==> config.mk <==
export PLATFORM = sky130hd
export DESIGN_NAME = msg_block_arbiter_flat
export DESIGN_NICKNAME = d
export VERILOG_FILES = /design/src/rtl/msg_block_arbiter_if.sv /design/src/rtl/msg_block_arbiter.sv /design/src/flat_wrapper.sv
export SDC_FILE = /design/constraint.sdc
export NUM_CORES = 2
export LEC_CHECK = 0
export BUFFER_PORTS_ARGS = -buffer_cell sky130_fd_sc_hd__buf_4
export CORE_AREA = 2 2 715 717
export DETAILED_ROUTE_END_ITERATION = 8
export DIE_AREA = 0 0 717 719
export SYNTH_ARGS = -nofsm -noshare
export SYNTH_HDL_FRONTEND = slang
export SYNTH_SLANG_ARGS = --single-unit
==> constraint.sdc <==
create_clock -name clk -period 20.7 [get_ports clk]
set_input_delay 2.07 -clock clk [delete_from_list [all_inputs] [get_ports clk]]
set_output_delay 2.07 -clock clk [all_outputs]
set_load 0.005 [all_outputs]
==> src/rtl/msg_block_arbiter_if.sv <==
// Bundle of requester-side and byte-stream signals for msg_block_arbiter.
// master: the arbiter. slave: requesters plus the downstream byte consumer.
interface msg_block_arbiter_if #(
    parameter int NREQ  = 4,
    parameter int MSG_W = 448
);
    logic [NREQ-1:0]       req;
    logic [NREQ*MSG_W-1:0] msg_flat;
    logic [NREQ*6-1:0]     len_flat;
    logic [NREQ-1:0]       grant;
    logic [NREQ-1:0]       done;
    logic [7:0]            byte_out;
    logic                  byte_valid;
    logic                  byte_ready;
    logic                  blk_start;
    logic                  blk_last;
    logic                  len_err;
    logic                  busy;

    modport master (
        input  req, msg_flat, len_flat, byte_ready,
        output grant, done, byte_out, byte_valid, blk_start, blk_last, len_err, busy
    );

    modport slave (
        output req, msg_flat, len_flat, byte_ready,
        input  grant, done, byte_out, byte_valid, blk_start, blk_last, len_err, busy
    );
endinterface

==> src/rtl/msg_block_arbiter.sv <==
// Round-robin arbiter that latches one requester's message and streams it
// as a single padded 64-byte SHA-256 block, one byte per handshake.
module msg_block_arbiter #(
    parameter int NREQ  = 4,
    parameter int MSG_W = 448
) (
    input  logic              clk,
    input  logic              rst,
    msg_block_arbiter_if.master bus
);
    localparam int PW = (NREQ > 1) ? $clog2(NREQ) : 1;

    typedef enum logic [1:0] {IDLE, STREAM, DONE} state_t;

    state_t           state;
    logic [PW-1:0]    ptr;
    logic [PW-1:0]    win;
    logic [MSG_W-1:0] msg_q;
    logic [5:0]       len_q;
    logic [5:0]       idx;

    logic [PW-1:0]    sel;
    logic [MSG_W-1:0] msg_sel;
    logic [5:0]       len_sel;
    logic [5:0]       len_clip;

    // Padded block byte k for message m of length l (l already clipped to 55).
    function automatic logic [7:0] blk_byte(input logic [MSG_W-1:0] m,
                                            input logic [5:0] l,
                                            input logic [5:0] k);
        logic [MSG_W-1:0] sh;
        logic [8:0]       bits;
        bits     = {l, 3'b000};
        sh       = m << (8 * int'(k));
        blk_byte = 8'h00;
        if (k < l)
            blk_byte = sh[MSG_W-1 -: 8];
        else if (k == l)
            blk_byte = 8'h80;
        else if (k == 6'd62)
            blk_byte = {7'b0, bits[8]};
        else if (k == 6'd63)
            blk_byte = bits[7:0];
    endfunction

    // Winner search: lowest offset from ptr with wrap-around wins.
    always_comb begin
        sel = '0;
        for (int o = NREQ - 1; o >= 0; o--) begin
            if (bus.req[(int'(ptr) + o) % NREQ])
                sel = PW'((int'(ptr) + o) % NREQ);
        end
        msg_sel  = bus.msg_flat[int'(sel)*MSG_W +: MSG_W];
        len_sel  = bus.len_flat[int'(sel)*6 +: 6];
        len_clip = (len_sel > 6'd55) ? 6'd55 : len_sel;
    end

    // Control FSM; every output is registered and precomputed for the next byte.
    always_ff @(posedge clk or posedge rst) begin
        if (rst) begin
            state          <= IDLE;
            ptr            <= '0;
            win            <= '0;
            msg_q          <= '0;
            len_q          <= '0;
            idx            <= '0;
            bus.grant      <= '0;
            bus.done       <= '0;
            bus.byte_out   <= '0;
            bus.byte_valid <= 1'b0;
            bus.blk_start  <= 1'b0;
            bus.blk_last   <= 1'b0;
            bus.len_err    <= 1'b0;
            bus.busy       <= 1'b0;
        end else begin
            case (state)
                IDLE: begin
                    if (|bus.req) begin
                        win            <= sel;
                        msg_q          <= msg_sel;
                        len_q          <= len_clip;
                        idx            <= '0;
                        bus.len_err    <= (len_sel > 6'd55);
                        bus.grant      <= NREQ'(1) << sel;
                        bus.byte_out   <= blk_byte(msg_sel, len_clip, 6'd0);
                        bus.byte_valid <= 1'b1;
                        bus.blk_start  <= 1'b1;
                        bus.blk_last   <= 1'b0;
                        bus.busy       <= 1'b1;
                        state          <= STREAM;
                    end
                end
                STREAM: begin
                    if (bus.byte_ready) begin
                        if (idx == 6'd63) begin
                            bus.done       <= bus.grant;
                            bus.grant      <= '0;
                            bus.byte_valid <= 1'b0;
                            bus.byte_out   <= '0;
                            bus.blk_last   <= 1'b0;
                            state          <= DONE;
                        end else begin
                            idx           <= idx + 6'd1;
                            bus.byte_out  <= blk_byte(msg_q, len_q, idx + 6'd1);
                            bus.blk_start <= 1'b0;
                            bus.blk_last  <= (idx == 6'd62);
                        end
                    end
                end
                DONE: begin
                    bus.done    <= '0;
                    bus.len_err <= 1'b0;
                    bus.busy    <= 1'b0;
                    ptr         <= (win == PW'(NREQ - 1)) ? '0 : win + PW'(1);
                    state       <= IDLE;
                end
                default: state <= IDLE;
            endcase
        end
    end
endmodule

==> src/flat_wrapper.sv <==
// flat-port wrapper written by rule: the top's interface ports become plain ports
module msg_block_arbiter_flat 
#(
    parameter int NREQ  = 4,
    parameter int MSG_W = 448
)
  (clk, rst, bus_req, bus_msg_flat, bus_len_flat, bus_byte_ready, bus_grant, bus_done, bus_byte_out, bus_byte_valid, bus_blk_start, bus_blk_last, bus_len_err, bus_busy);
  msg_block_arbiter_if #(.NREQ(NREQ), .MSG_W(MSG_W)) bus_i ();
  input  logic clk;
  input  logic rst;
  input wire logic [$bits(bus_i.req)-1:0] bus_req;
  input wire logic [$bits(bus_i.msg_flat)-1:0] bus_msg_flat;
  input wire logic [$bits(bus_i.len_flat)-1:0] bus_len_flat;
  input wire logic [$bits(bus_i.byte_ready)-1:0] bus_byte_ready;
  output wire logic [$bits(bus_i.grant)-1:0] bus_grant;
  output wire logic [$bits(bus_i.done)-1:0] bus_done;
  output wire logic [$bits(bus_i.byte_out)-1:0] bus_byte_out;
  output wire logic [$bits(bus_i.byte_valid)-1:0] bus_byte_valid;
  output wire logic [$bits(bus_i.blk_start)-1:0] bus_blk_start;
  output wire logic [$bits(bus_i.blk_last)-1:0] bus_blk_last;
  output wire logic [$bits(bus_i.len_err)-1:0] bus_len_err;
  output wire logic [$bits(bus_i.busy)-1:0] bus_busy;
  assign bus_i.req = bus_req;
  assign bus_i.msg_flat = bus_msg_flat;
  assign bus_i.len_flat = bus_len_flat;
  assign bus_i.byte_ready = bus_byte_ready;
  assign bus_grant = bus_i.grant;
  assign bus_done = bus_i.done;
  assign bus_byte_out = bus_i.byte_out;
  assign bus_byte_valid = bus_i.byte_valid;
  assign bus_blk_start = bus_i.blk_start;
  assign bus_blk_last = bus_i.blk_last;
  assign bus_len_err = bus_i.len_err;
  assign bus_busy = bus_i.busy;
  msg_block_arbiter #(.NREQ(NREQ), .MSG_W(MSG_W)) u_core (.clk(clk), .rst(rst), .bus(bus_i));
endmodule
==> qor.yml <==
yosys:
  syn-cell-area_um2: 35800
  synth-edff-count: 0
  synth_nets: 7275
  ys_warn_count: 0
  ys_seq_area_share_pct: 34.0
  yosys.area.top_type: "dfrtp_1"
  synth_cell_types: 74
  synth-main-ff-cell: "dfrtp_1"
  ys_seq_elements: 487
  ys_top_cells_by_area: "dfrtp_1 34%, nand2_1 29%, nand3_1 19%, mux4_2 7.0%, clkbuf_1 2.9%"
  netlist_instances: 5441
  syn_area_per_cell_um2: 6.59
  synth_top_area_share_pct: 34.0
  ys_async_sr_fraction_pct: 100
clock_network:
  postCtsSetupBuffers: 0
  postCtsHoldBufs: 0
  cts.path.max_buffers: 4
  clkTransAtPathRegs_ns: 0.06
  ctsResizeCount: 0
  clk_latency_ns: 0.85
  cts_made_buffers: 80
  cts_sinks: 487
  ctsRootBufferMaster: "clkbuf_16"
  htree_levels: 3
  cts_tree: "done"
power_and_ir_drop:
  power_density_nw_per_um2: 76.0
  netSwitchingPower_w: 0.00200
  seqPwrFrac_pct: 26.1
  switching_share_pct: 43.6
  combPwrFrac_pct: 42.4
  p_leak_nw: 27.6
  clockPowerShare_pct: 31.5
  p_int_w: 0.00259
  peakVddDrop_uv: 126
routing:
  wl_mm: 458
  wl_per_cell_um: 32.6
  route.vias.total: 51700
  post-route-drc-count: 106
  first_pass_iters: 9
  via_per_inst: 3.67
  antenna_left: 0
  drtIter0Drc: 7358
die:
  start_util_pct: 7.06
  dieArea_um2: 516000
  fp.dieW_um: 717
  coreArea_um2: 508000
  rows: 262
  io_pins: 1844
  die_height_um: 719
worst_hold_path:
  hold_depth: 2
  min_path_type: "reg -> reg"
  worstHoldStart: "u_core.msg_q[149]"
  holdPathEnd: "u_core.msg_q[149]"
critical_path:
  crit_required_ns: 21.38
  rr_endpoint: "u_core.bus.byte_out[5]"
  critical_path_class: "in -> reg"
  cp_max_fo: 118
  critPathMaxStageDelay_ns: 0.98
  critPathCaptureType: "flop"
  crit_chain: "buf_4 -> nor4_2 -> or3_4 -> buf_12 -> buf_4 -> buf_4 -> buf_4 -> nand2_1 -> nand2_1"
  cpMostUsedCell: "buf_4"
  cp_data_arrival_time_ns: 6.99
  slowest_stage: "nor4_2"
  startpoint_type: "input pin"
  reg2reg_from: "u_core.idx[0]"
  worstRegToRegCells: 12
  reg2reg_slack_ns: 14.68
global_route:
  grt_max_degree: 118
  grt_pass1_wl_mm: 554
  antenna_found_initial: 488
  grt_overflow_total: 0
  grtUsageTotal_pct: 16.9
  grt_pass1_vias: 46600
place:
  dpl.hpwl_mm: 398
  portBuffers: 1843
  placed_cells: 13700
  gp_congestion: 1.28
sta:
  finClkSkew_ns: 0.105
  layout_min_cycle_time_ns: 6.31
  fin_crit_sh_pct: 30.5
  timing.setup.tns_ns: 0
  worst_pin_slew_ns: 1.40
  finalSetupViolations: 0
  fmax_mhz: 158
  slew_headroom_pct: 5.60
  slew_viol_final: 0
  rsz0062_at_grt: "no"
  final_hold_viol_count: 0
finish:
  layoutNonFillerInstCount: 14100
  area_growth_pct: 68.5
  finalNetCount: 8858
  final_layout_size_suffix_gt1_share_pct: 31.4
  final_core_utilization_pct: 11.9
run_status:
  violations: "DRC"
  status: "finished with violations"
run:
  maxCapViolCount: 0
==> final cells by class <==
cell class	instances	area, um^2
diodes	251	628
repair buffers	1949	14700
clock inverters	40	444
flip-flops and latches	487	12200
well taps	6732	8420
inverters	18	77.6
clock buffers	100	2190
multi-input cells	4488	21700
fillers	59100	447000
==> critical path: cells and delay by family <==
kind	cells	cell delay, ns
and+or+nand+nor	4	1.87
buffers and inverters	5	2.52
==> routing by layer <==
layer  wire length (um)  part of all wire, %  vias to the layer above  track usage [%]
met5               2840                 0.62                        -             2.07
met4              25300                  5.5                      282             7.63
met3              71600                   16                     1240             10.8
met2             200000                   44                     4105             26.1
met1             159000                   35                    24500             18.0
li1                   -                    -                    21500                -
==> power groups by stage <==
stage | registers [W] | clock network (W) | logic, W
floorplan | 0.00114 | 0 | 0.000834
global placement | 0.00121 | 0 | 0.00203
detailed placement | 0.00121 | 0 | 0.00203
CTS | 0.00120 | 0.00150 | 0.00204
global route | 0.00121 | 0.00153 | 0.00210
finish | 0.00120 | 0.00145 | 0.00195
==> stage by stage <==
| stage | hold WS [ns] | cell area, um^2 | setup WS [ns] | power [W] |
|---|---|---|---|---|
| after floorplan | 0.438 | 35800 | 5.04 | 0.00197 |
| after global placement | 0.452 | 57100 | 13.70 | 0.00324 |
| after detailed placement | 0.458 | 57100 | 13.58 | 0.00325 |
| after CTS | 0.472 | 59800 | 14.42 | 0.00474 |
| after global routing | 0.483 | 60200 | 14.18 | 0.00483 |
| final | 0.471 | 60400 | 14.39 | 0.00459 |
==> kinds of logic after synthesis <==
| group | after synthesis | share of synthesized area, % |
|---|---|---|
| flops | 487 | 34.0 |
| fa+ha+maj | 11 | 0.384 |
| compound gates | 121 | 2.49 |
| buf+inv | 466 | 5.64 |
| xor+xnor | 4 | 0.171 |
| mux | 153 | 8.17 |
| simple gates | 4199 | 49.1 |
==> worst max path at each step <==
stage,depth (start not counted),from,to,slack (ns)
4_1_cts,9,bus_req[3],u_core.msg_q[302],14.42
3_3_place_gp,9,bus_req[3],u_core.msg_q[318],13.70
6_report,9,bus_req[3],u_core.msg_q[302],14.39
3_5_place_dp,9,bus_req[3],u_core.msg_q[276],13.58
5_1_grt,9,bus_req[3],u_core.msg_q[315],14.18
2_1_floorplan,1,rst,u_core.bus.blk_last,5.04
==> state kept, by name (all words and copies together), names as in the netlist <==
name,cells
u_core.bus.blk_last,1
u_core.state,2
u_core.bus.byte_valid,1
u_core.bus.byte_out,8
u_core.idx,6
u_core.len_q,6
u_core.ptr,2
u_core.bus.grant,4
u_core.msg_q,448
u_core.bus.done,4
u_core.bus.blk_start,1
u_core.win,2
u_core.bus.busy,1
u_core.bus.len_err,1
==> Yosys cell counts, types with 8 or more instances <==
cell      number
nor2_1        21
buf_4         12
buf_1         11
mux2i_1       38
inv_1         14
a21oi_1       24
nor3_1        14
o21ai_0       13
buf_2        140
nand2_1     2775
clkbuf_1     278
nand3_1     1344
and3_1         8
a21o_1         8
ha_1          11
dfrtp_1      487
mux4_2       111
==> layout by cell type (no fill, tap or decap), types with 11 or more instances in the layout <==
cell,count
nand2_1,2775
buf_4,1942
nand3_1,1344
dfrtp_1,486
diode_2,251
mux4_2,111
clkbuf_16,81
mux2i_1,37
a21oi_1,23
nor2_1,21
inv_1,13
nor3_1,13
o21ai_0,13
clkinvlp_4,11
Power figures use the tool's default switching activity.
